$ cat config.mk
export PLATFORM = sky130hd
export DESIGN_NAME = mem_arbiter
export DESIGN_NICKNAME = d
export VERILOG_FILES = /design/src/rtl/mem_arbiter.sv
export SDC_FILE = /design/constraint.sdc
export NUM_CORES = 1
export LEC_CHECK = 0
export ABC_AREA = 1
export BUFFER_PORTS_ARGS = -buffer_cell sky130_fd_sc_hd__clkbuf_2
export CORE_AREA = 2 2 103 105
export CTS_BUF_LIST = sky130_fd_sc_hd__clkbuf_16
export CTS_CLUSTER_DIAMETER = 80
export CTS_CLUSTER_SIZE = 8
export DETAILED_ROUTE_END_ITERATION = 7
export DIE_AREA = 0 0 105 107
export HOLD_SLACK_MARGIN = 0.12
export PLACE_DENSITY = 0.67
export SLEW_MARGIN = 20
export SYNTH_ARGS = -nofsm -noshare
export SYNTH_HDL_FRONTEND = slang
export SYNTH_SLANG_ARGS = --single-unit
export TNS_END_PERCENT = 30
$ cat constraint.sdc
create_clock -name CLK -period 3.3 [get_ports CLK]
set_input_delay 0.33 -clock CLK [delete_from_list [all_inputs] [get_ports CLK]]
set_output_delay 0.33 -clock CLK [all_outputs]
set_load 0.005 [all_outputs]
$ cat src/rtl/mem_arbiter.sv
// mem_arbiter: shares one RAM port between instruction fetch and the data
// port (LW/SW/LL/SC). Owns the LL/SC link register and resolves SC outcome
// without touching RAM when the link is already broken.
module mem_arbiter (
   input  logic        CLK,
   input  logic        RST,
   // instruction port
   input  logic        iREN,
   input  logic [31:0] iaddr,
   output logic        iwait,
   output logic [31:0] iload,
   // data port
   input  logic        dREN,
   input  logic        dWEN,
   input  logic        datomic,
   input  logic [31:0] daddr,
   input  logic [31:0] dstore,
   output logic        dwait,
   output logic [31:0] dload,
   // RAM port
   output logic        ramREN,
   output logic        ramWEN,
   output logic [31:0] ramaddr,
   output logic [31:0] ramstore,
   input  logic [31:0] ramload,
   input  logic [1:0]  ramstate
);

   typedef enum logic [1:0] {
      IDLE    = 2'd0,
      IFETCH  = 2'd1,
      DACCESS = 2'd2,
      SCFAIL  = 2'd3
   } state_t;

   localparam logic [1:0] RAM_ACCESS = 2'd2;

   state_t      state, next_state;
   logic        last_data;
   logic        link_valid;
   logic [31:0] link_addr;

   logic        dreq;
   logic        ram_done;
   logic        sc_link_ok;

   assign dreq       = dREN | dWEN;
   assign ram_done   = (ramstate == RAM_ACCESS);
   assign sc_link_ok = link_valid && (link_addr == daddr);

   // Waits are pure functions of the current grant and RAM completion.
   assign iwait = iREN & ~((state == IFETCH) & ram_done);
   assign dwait = dreq & ~(((state == DACCESS) & ram_done) | (state == SCFAIL));

   // State register; reset abandons any transfer in progress.
   // NOTE: sequential state uses non-blocking (<=) so every flop samples the
   // pre-edge values of the others, independent of statement order.
   always_ff @(posedge CLK) begin
      if (RST) state <= IDLE;
      else     state <= next_state;
   end

   // Fairness bit and LL/SC link, updated only when a grant completes.
   always_ff @(posedge CLK) begin
      if (RST) begin
         last_data  <= 1'b0;
         link_valid <= 1'b0;
         link_addr  <= 32'd0;
      end else begin
         case (state)
            IFETCH: begin
               if (ram_done) last_data <= 1'b0;
            end
            DACCESS: begin
               if (ram_done) begin
                  last_data <= 1'b1;
                  // LL takes priority: it re-arms the link whatever else happened.
                  if (dREN && datomic) begin
                     link_valid <= 1'b1;
                     link_addr  <= daddr;
                  end else if (dWEN && datomic) begin
                     link_valid <= 1'b0;
                  end else if (dWEN && (daddr == link_addr)) begin
                     link_valid <= 1'b0;
                  end
               end
            end
            SCFAIL: begin
               last_data  <= 1'b1;
               link_valid <= 1'b0;
            end
            default: ;
         endcase
      end
   end

   // Arbitration, next state and RAM/port outputs.
   // NOTE: every output is given a default before the case so no path leaves
   // one unassigned, which would otherwise infer a latch.
   always_comb begin
      next_state = state;
      ramREN     = 1'b0;
      ramWEN     = 1'b0;
      ramaddr    = 32'd0;
      ramstore   = 32'd0;
      iload      = 32'd0;
      dload      = 32'd0;
      case (state)
         IDLE: begin
            // Data wins a tie unless it won last time, so neither port starves.
            if (dreq && (!iREN || !last_data)) begin
               if (dWEN && datomic && !sc_link_ok) next_state = SCFAIL;
               else                                next_state = DACCESS;
            end else if (iREN) begin
               next_state = IFETCH;
            end
         end
         IFETCH: begin
            ramREN  = 1'b1;
            ramaddr = iaddr;
            if (ram_done) begin
               iload      = ramload;
               next_state = IDLE;
            end
         end
         DACCESS: begin
            ramREN   = dREN;
            ramWEN   = dWEN;
            ramaddr  = daddr;
            ramstore = dstore;
            if (ram_done) begin
               next_state = IDLE;
               if (dREN)         dload = ramload;
               else if (datomic) dload = 32'd1;
            end
         end
         SCFAIL: begin
            // Link already broken: answer failure without a RAM cycle.
            next_state = IDLE;
         end
         default: next_state = IDLE;
      endcase
   end

endmodule

==> metrics, run 1 <==
Worst setup EP type primary output; clock latency on the worst-skew pair 280 ps; Peak Freq 360 MHz; FF-to-FF path depth 9; GRT Util Overall 18.6%; RSZ-0062 raised after global routing no; Setup crit start kind flip-flop; fin nets 961; grt ovf 0; Fin. Hold Viols 0; worst-path cell chain inv_1, ha_2, nand2_1, nor3_1, clkbuf_2; CTS root buf clkbuf_16; Synth Flop Type dfxtp_1; pin count of the biggest net entering global routing 48; first-pass GRT wire length 16.8 mm; Slew HR 33.1%; # clock sinks 36; Tightest Pin Transition 1000 ps; Num CTS Buffers 5; Setup TNS 0 ps; clock slew at reported path FFs 50 ps; most area-hungry cell type in the Yosys netlist dfxtp_1; drt first-iter violations 282; post-synth cell types 23; drc violations 0; status completed; period utilization 84.1%; clock power share 21.7%; CTS tree built; r2r setup slk 1010 ps; CP max-delay cell nand2_1; synthesized cell area 3100 um2; sequential fraction of the synthesis area 23.3%; vias in the first global route 3383; Async SR Flop Fraction 0%; Row Count 37; ANT cells 0; NetSw 910 uW; Max-Cap Viols 0; EDFF count, synth 0; via count 4056; area grow syn2layout 49.7%; Hold Crit Depth 2; synthesized instance count 575; worst hold path class in2reg; post-layout minimum cycle time 2780 ps; H-tree levels 2; worst reg2reg path endpoint link_addr[28]; most instantiated cells after synthesis nand2_1, inv_1, nor2_1; flop and latch count out of synthesis 36; initial antenna violation count 0; final setup fails 0; post-DP HPWL 8.98 mm; die width 105 um; die footprint 11200 um2; Top Ports 268; origin of the critical flop-to-flop path state[0]; # Post-CTS Setup Buffers 0; WL/cell 11.7 um; WP data arrival 2450 ps; final core utilization 46.0%; worst-path maximum fanout 32; Slowest Stage Delay on Critical Path 700 ps; top post-synthesis cells by area dfxtp_1, nand2_1, inv_1; Synth Net Count 715; Vias/cell 4.23; die height 107 um; internal power 1160 uW; logic gate share of total power 54.8%; Worst Skew 1.77 ps; gpl congestion 0.876; sequential share of power 23.5%; Max IR drop VDD 0.222 mV; drt first pass iters 4; Mean Syn Cell Area 5.39 um2; WS Path Type reg2out; Detailed Route WL 11.2 mm; layout cells sized above 1 34.9%; Worst Path Required 2970 ps; Post-CTS Hold Buffers 0; final non-filler cell area 4640 um2; Leak 0.00281 uW; placed cell areas 4500 um2; input/output buffers 267; Routed Antenna Nets 0; synth warn 0; Worst Hold Launch RST; Power per Cell Area 445 nW/um2; Core Footprint 10100 um2; post_cts resized 0; Slew Limit Fails 0; initial core utilization 30.7%; Hold Path Sink state[0]; switching power as a share of total power 44.1%; Yosys top cell area share 23.3%; clock tree buffer depth 2; count leader, synth nand2_1
## how the worst max path moves through the flow
stage | startpoint | to | slack (ps) | depth (start not counted)
after global routing | state[0] | dload[19] | 290 | 5
after CTS | state[0] | dload[18] | 540 | 5
final | state[0] | dload[5] | 520 | 5
after detailed placement | state[0] | dload[18] | 840 | 5
after floorplan | state[1] | iload[10] | 1740 | 6
after global placement | state[0] | dload[5] | 950 | 5
## critical path: cells and delay by family (launching register included)
family,cells,cell delay [ps]
and+or+nand+nor,2,1100
adders and majority gates,1,470
DFF,1,330
buffers and inverters,2,250
## stage by stage
| stage | total power [uW] | std cells | hold WS (ps) | setup WS [ps] |
|---|---|---|---|---|
| 4_1_cts | 2100 | 958 | 260 | 536 |
| 3_5_place_dp | 1650 | 950 | 471 | 838 |
| 3_3_place_gp | 1650 | 950 | 448 | 948 |
| 2_1_floorplan | 1170 | 575 | 399 | 1740 |
| 5_1_grt | 2250 | 958 | 273 | 286 |
| 6_report | 2070 | 958 | 258 | 524 |
## registers in the layout (all words and copies together), names as in the netlist
| name | count |
|---|---|
| last_data | 1 |
| link_addr | 32 |
| link_valid | 1 |
| state | 2 |
## layout make-up
type | count | area, um2
well taps | 136 | 170
repair buffers | 271 | 1370
fillers | 1092 | 5450
clock inverters | 3 | 15.0
multi-input cells | 404 | 1850
inverters | 103 | 387
clock buffers | 5 | 125
flip-flops and latches | 36 | 721
## kinds of logic (layout without fill, tap and decap cells)
kind of cell               after synthesis  after routing  share of synthesized area (%)
DFF                                     36             36                           23.3
xor gates and xnor gates                21             21                           5.94
and+or+nand+nor                        293            293                           37.8
AOI/OAI and AO/OA                       86             86                           14.4
adders and majority gates                4              4                           1.62
buffers and inverters                  135            382                           17.0
## layout by cell type (no fill, tap or decap), drive strengths merged
master and n:
nor2 91, o32ai 1, clkinvlp 1, nor3 32, dfxtp 36, nand3 3, clkbuf 272, clkinv 2
a21oi 49, nand2 166, ha 4, a22oi 1, buf 4, inv 103, xnor2 21, o21ai 34
or2 1, a31oi 1
## per-layer routing
metal / GRT usage [%] / routed length, um / vias up
met1: 22.1 / 4620 / 1686
met5: 0 / 0 / -
met3: 3.71 / 701 / 8
met2: 34.1 / 5710 / 146
li1: - / - / 2216
met4: 4.57 / 147 / 0
## power by group through the flow
stage                     Sequential, uW  Combinational (uW)  Clock (uW)
after global routing                 490                1290         477
after detailed placement             495                1150           0
final                                486                1130         448
after global placement               494                1150           0
after floorplan                      490                 679           0
after CTS                            486                1160         456
Power figures use the tool's default switching activity.
==> inputs of run 2 (changes only) <==
CORE_AREA = 2 2 104 106   (was 2 2 103 105)
DIE_AREA = 0 0 106 108   (was 0 0 105 107)
PLACE_DENSITY = 0.66   (was 0.67)
clock period = 2.7 ns   (was 3.3 ns; I/O delays follow)
==> metrics, run 2 (synthesis results as in run 1) <==
NetSw 1120 uW (was 910 uW); Worst Path Required 2430 ps (was 2970 ps); drt first pass iters 5 (was 4); Slew Limit Fails 0 (unchanged); Hold Crit Depth 2 (unchanged); internal power 1430 uW (was 1160 uW); period utilization 76.6%; WL/cell 11.8 um (was 11.7 um); Row Count 37 (unchanged); RSZ-0062 raised after global routing no (unchanged); final core utilization 45.7% (was 46.0%); CTS tree built (unchanged); layout cells sized above 1 35.2% (was 34.9%); Setup WS post-layout 632 ps (was 524 ps); Tightest Pin Transition 843 ps (was 1000 ps); input/output buffers 267 (unchanged); Pwr Total 2550 uW (was 2070 uW); area of the multi-input gates 1850 um2 (unchanged); H-tree levels 2 (unchanged); gpl congestion 0.743 (was 0.876); Worst setup EP type primary output (unchanged); area grow syn2layout 50.8% (was 49.7%); Setup crit start kind flip-flop (unchanged); met3 wire length 829 um (was 701 um); first-pass GRT wire length 17.6 mm (was 16.8 mm); Post-CTS Hold Buffers 0 (unchanged); pre-CTS setup slack 817 ps (was 838 ps); Fin. Hold Viols 0 (unchanged); Top Ports 268 (unchanged); FF-to-FF path depth 9 (unchanged); post_cts resized 0 (unchanged); initial antenna violation count 1 (was 0); worst hold path class in2reg (unchanged); die footprint 11400 um2 (was 11200 um2); Setup TNS 0 ps (unchanged); clock slew at reported path FFs 50 ps (about the same); pin count of the biggest net entering global routing 49 (was 48); commonest non-fill, non-tap cells in the layout clkbuf_2, nand2_1, inv_1 (unchanged); flip-flop and latch area 721 um2 (unchanged); Core Footprint 10200 um2 (was 10100 um2); final setup fails 0 (unchanged); via count 4127 (was 4056); clock power share 21.5% (was 21.7%); Leak 0.00283 uW (was 0.00281 uW); post-layout minimum cycle time 2070 ps; GRT Util Overall 18.9% (was 18.6%); fill cell count 1151 (was 1092); Max-Cap Viols 0 (unchanged); Routed Antenna Nets 0 (unchanged); Post-Route M1 WL 4.59 mm (was 4.62 mm); worst-path maximum fanout 33 (was 32); WL met2 5.91 mm (was 5.71 mm); sequential share of power 23.4% (was 23.5%); Peak Freq 483 MHz; initial core utilization 30.3% (was 30.7%); Worst Skew 4.11 ps (was 1.77 ps); die width 106 um (was 105 um); # clock sinks 36 (unchanged); Num CTS Buffers 5 (unchanged); vias in the first global route 3732 (was 3383); die height 108 um (was 107 um); WP data arrival 1800 ps (was 2450 ps); Slew HR 43.7% (was 33.1%); WS Path Type reg2out (unchanged); drt first-iter violations 272 (was 282); logic gate share of total power 55.1% (was 54.8%); Top Layer Used met4 (unchanged); Max IR drop VDD 0.275 mV (was 0.222 mV); switching power as a share of total power 44.0% (was 44.1%); # Post-CTS Setup Buffers 0 (unchanged); grt ovf 0 (unchanged); clock tree buffer depth 2 (unchanged); status completed (unchanged); Largest regs link_addr (32), state (2) (unchanged); Power per Cell Area 545 nW/um2 (was 445 nW/um2); Detailed Route WL 11.4 mm (was 11.2 mm); commonest non-fill, non-tap cell in the layout clkbuf_2 (unchanged); Vias/cell 4.29 (was 4.23); max reg flops 32 (unchanged); post-DP HPWL 9.19 mm (was 8.98 mm); drc violations 0 (unchanged); register with the most flip-flops link_addr (unchanged); CTS root buf clkbuf_16 (unchanged); fin nets 965 (was 961); clock latency on the worst-skew pair 280 ps (about the same)
## run 2: changes by cell type in the layout (fill, tap and decap cells not counted)
cell     before  now
buf_4         4    8
diode_2       0    1
## run 2: power groups by stage
stage	Combinational, uW	Clock (uW)	Sequential, uW
final	1400	548	596
after global routing	1590	593	600
after CTS	1420	570	596
after detailed placement	1420	0	607
after global placement	1420	0	605
after floorplan	830	0	599
## run 2: metrics by stage
stage,hold slack [ps],instance area (um2),instances
final,210,4670,963
after global routing,217,4670,962
after CTS,206,4670,962
after detailed placement,463,4530,954
after global placement,461,4530,954
after floorplan,339,3100,575
## run 2: final cells by class
cell class | instances | area share, %
multi-input cells | 404 | 39.7
repair buffers | 275 | 29.9
flip-flops and latches | 36 | 15.4
inverters | 103 | 8.28
well taps | 136 | 3.64
clock buffers | 5 | 2.68
clock inverters | 3 | 0.321
diodes | 1 | 0.0536
## run 2: worst max-delay path, cell delays in order (launching register included)
cell and delay [ps]:
dfxtp_1 390, inv_1 80, ha_1 200, buf_4 210, nand2_1 90, buf_4 310, nand2_1 80, inv_1 60
clkbuf_2 100
## run 2: final timing paths
check	start	endpoint	slack [ps]
worst min-delay path	RST	link_valid	210
worst max-delay path	state[1]	iwait	630
worst min register to register	link_valid	link_valid	470
worst max register to register	state[0]	link_addr[2]	960
## run 2: metal layers
metal  track usage, %  up-vias
met2             36.3      145
met5                0        -
met1             21.0     1746
met3             4.88        6
met4             4.04        0
li1                 -     2230
==> inputs of run 3 (changes only) <==
ABC_AREA = 0   (was 1)
CORE_AREA = 2 2 103 105   (was 2 2 104 106)
DIE_AREA = 0 0 105 107   (was 0 0 106 108)
PLACE_DENSITY = 0.7   (was 0.66)
clock period = 1.8 ns   (was 2.7 ns; I/O delays follow)
==> metrics, run 3 <==
die width 105 um (was 106 um); period utilization 98.9%; final setup fails 0 (unchanged); Async SR Flop Fraction 0% (unchanged); synthesized cell area 3100 um2 (about the same); final core utilization 47.3% (was 45.7%); Largest regs link_addr (32), state (2) (unchanged); Power per Cell Area 912 nW/um2 (was 545 nW/um2); Setup crit start kind flip-flop (unchanged); Detailed Route WL 11.6 mm (was 11.4 mm); worst-path maximum fanout 15 (was 33); Pwr Total 4360 uW (was 2550 uW); switching power as a share of total power 37.5% (was 44.0%); GRT Util Overall 19.2% (was 18.9%); flop and latch count out of synthesis 36 (unchanged); Worst Path Buf+Inv 3 (was 5); max reg flops 32 (unchanged); post-DP HPWL 9.36 mm (was 9.19 mm); Slew HR 74.7% (was 43.7%); Max IR drop VDD 0.591 mV (was 0.275 mV); Slew Limit Fails 0 (unchanged); Synth Flop Type dfxtp_1 (unchanged); Slowest Stage Delay on Critical Path 330 ps (was 390 ps); drt first-iter violations 238 (was 272); clock power share 22.0% (was 21.5%); Peak Freq 562 MHz; Hold Slack 164 ps (was 210 ps); WS Path Type reg2out (unchanged); initial antenna violation count 0 (was 1); area grow syn2layout 53.9% (was 50.8%); Worst setup EP type primary output (unchanged); die footprint 11200 um2 (was 11400 um2); Hold Crit Depth 3 (was 2); WP data arrival 1600 ps (was 1800 ps); Worst Path Required 1620 ps (was 2430 ps); # Post-CTS Setup Buffers 0 (unchanged); pin count of the biggest net entering global routing 45 (was 49); layout cells sized above 1 49.8% (was 35.2%); Fin. Hold Viols 0 (unchanged); Num CTS Buffers 5 (unchanged); vias in the first global route 3503 (was 3732); FF-to-FF path depth 5 (was 9); ANT cells 0 (was 1); clock tree buffer depth 2 (unchanged); initial core utilization 30.8% (was 30.3%); worst hold path class in2reg (unchanged); Yosys top cell area share 23.2% (was 23.3%); commonest non-fill, non-tap cells in the layout clkbuf_2, and2_1, nand2_1 (was clkbuf_2, nand2_1, inv_1); flip-flop and latch area 721 um2 (unchanged); count leader, synth and2_1 (was nand2_1); critical path depth 6 (was 8); CP max-delay cell dfxtp_1 (unchanged); top post-synthesis cells by area dfxtp_1, and2_1, xor2_1 (was dfxtp_1, nand2_1, inv_1); status completed (unchanged); Max-Cap Viols 0 (unchanged); CTS root buf clkbuf_16 (unchanged); H-tree levels 2 (unchanged); Top Ports 268 (unchanged); drt first pass iters 4 (was 5); Routed Antenna Nets 0 (unchanged); EDFF count, synth 0 (unchanged); most instantiated cells after synthesis and2_1, nand2_1, dfxtp_1 (was nand2_1, inv_1, nor2_1); grt ovf 0 (unchanged); # clock sinks 36 (unchanged); Leak 0.00246 uW (was 0.00283 uW); post-synth cell types 35 (was 23); sequential fraction of the synthesis area 23.2% (was 23.3%); most area-hungry cell type in the Yosys netlist dfxtp_1 (unchanged); clock latency on the worst-skew pair 280 ps (about the same); RSZ-0062 raised after global routing yes (was no); Worst Skew 4.01 ps (was 4.11 ps); post_cts resized 2 (was 0); Vias/cell 4.75 (was 4.29); first-pass GRT wire length 17.5 mm (was 17.6 mm); input/output buffers 267 (unchanged); Row Count 37 (unchanged); Core Footprint 10100 um2 (was 10200 um2); fill cell count 1003 (was 1151); Post-CTS Hold Buffers 0 (unchanged); post-layout minimum cycle time 1780 ps; WL/cell 14.5 um (was 11.8 um); die height 107 um (was 108 um); gpl congestion 0.829 (was 0.743); register with the most flip-flops link_addr (unchanged); drc violations 0 (unchanged); logic gate share of total power 57.8% (was 55.1%); area of the multi-input gates 2200 um2 (was 1850 um2); internal power 2720 uW (was 1430 uW); critical path's top delay family buffers and inverters (unchanged); fin nets 805 (was 965); placed cell areas 4560 um2 (was 4530 um2); sequential share of power 20.2% (was 23.4%); CTS tree built (unchanged); final non-filler cell area 4780 um2 (was 4670 um2); commonest non-fill, non-tap cell in the layout clkbuf_2 (unchanged); clock slew at reported path FFs 60 ps (was 50 ps); Synth Net Count 555 (was 715); Tightest Pin Transition 371 ps (was 843 ps); synthesized instance count 415 (was 575); Mean Syn Cell Area 7.48 um2 (was 5.39 um2); synth warn 0 (unchanged); NetSw 1630 uW (was 1120 uW); worst-path cell chain inv_1, ha_2, buf_4, a22oi_1, nor2b_1, clkbuf_2 (was inv_1, ha_1, buf_4, nand2_1, buf_4, nand2_1, inv_1, clkbuf_2); via count 3807 (was 4127)
[run 3: worst min-delay path, delay by kind of cell]
| kind | cells | cell delay, ps |
|---|---|---|
| and+or+nand+nor | 1 | 60 |
| buffers and inverters | 1 | 110 |
| AOI/OAI and AO/OA | 1 | 40 |
[run 3: metal layers]
layer | routed length, um | GRT usage (%) | share of wire, % | vias up
met5 | 0 | 0 | 0 | -
met4 | 63 | 3.14 | 0.54 | 0
met3 | 757 | 3.22 | 6.5 | 7
met2 | 5470 | 30.9 | 47 | 171
met1 | 5350 | 27.3 | 46 | 1729
li1 | - | - | - | 1900
[run 3: worst paths after layout]
kind	from	slack, ps	end
worst max-delay path	state[1]	20	ramaddr[14]
worst min-delay path	daddr[5]	160	link_addr[5]
worst max register to register	link_addr[21]	200	link_valid
worst min register to register	link_addr[15]	470	link_addr[15]
[run 3: cell type report]
type | instances | share of cell area (%)
multi-input cells | 337 | 46.1
repair buffers | 279 | 31.4
flip-flops and latches | 36 | 15.1
well taps | 136 | 3.56
clock buffers | 5 | 2.62
clock inverters | 3 | 0.786
inverters | 6 | 0.471
[run 3: cells by family (layout without fill, tap and decap cells)]
kind of cell	Yosys count	count (layout)	share of synthesized area (%)
fa+ha+maj	4	4	1.61
flops	36	36	23.2
buf+inv	42	293	6.57
simple gates	224	224	40.1
mux	1	1	0.322
compound gates	76	76	19.1
xor+xnor	32	32	9.03
[run 3: metrics by stage]
stage	worst slack [ps]	instances	setup TNS (ps)
finish	19.2	802	0
CTS	-22.7	802	-22.7
floorplan	304	415	0
global route	-60.8	802	-2370
global placement	284	794	0
detailed placement	222	794	0
[run 3: power groups by stage]
stage          combinational, uW  clock [uW]  sequential, uW
3_5_place_dp                2390           0             896
6_report                    2520         959             881
2_1_floorplan               1410           0             887
3_3_place_gp                2330           0             891
4_1_cts                     2420         978             879
5_1_grt                     2770        1020             887
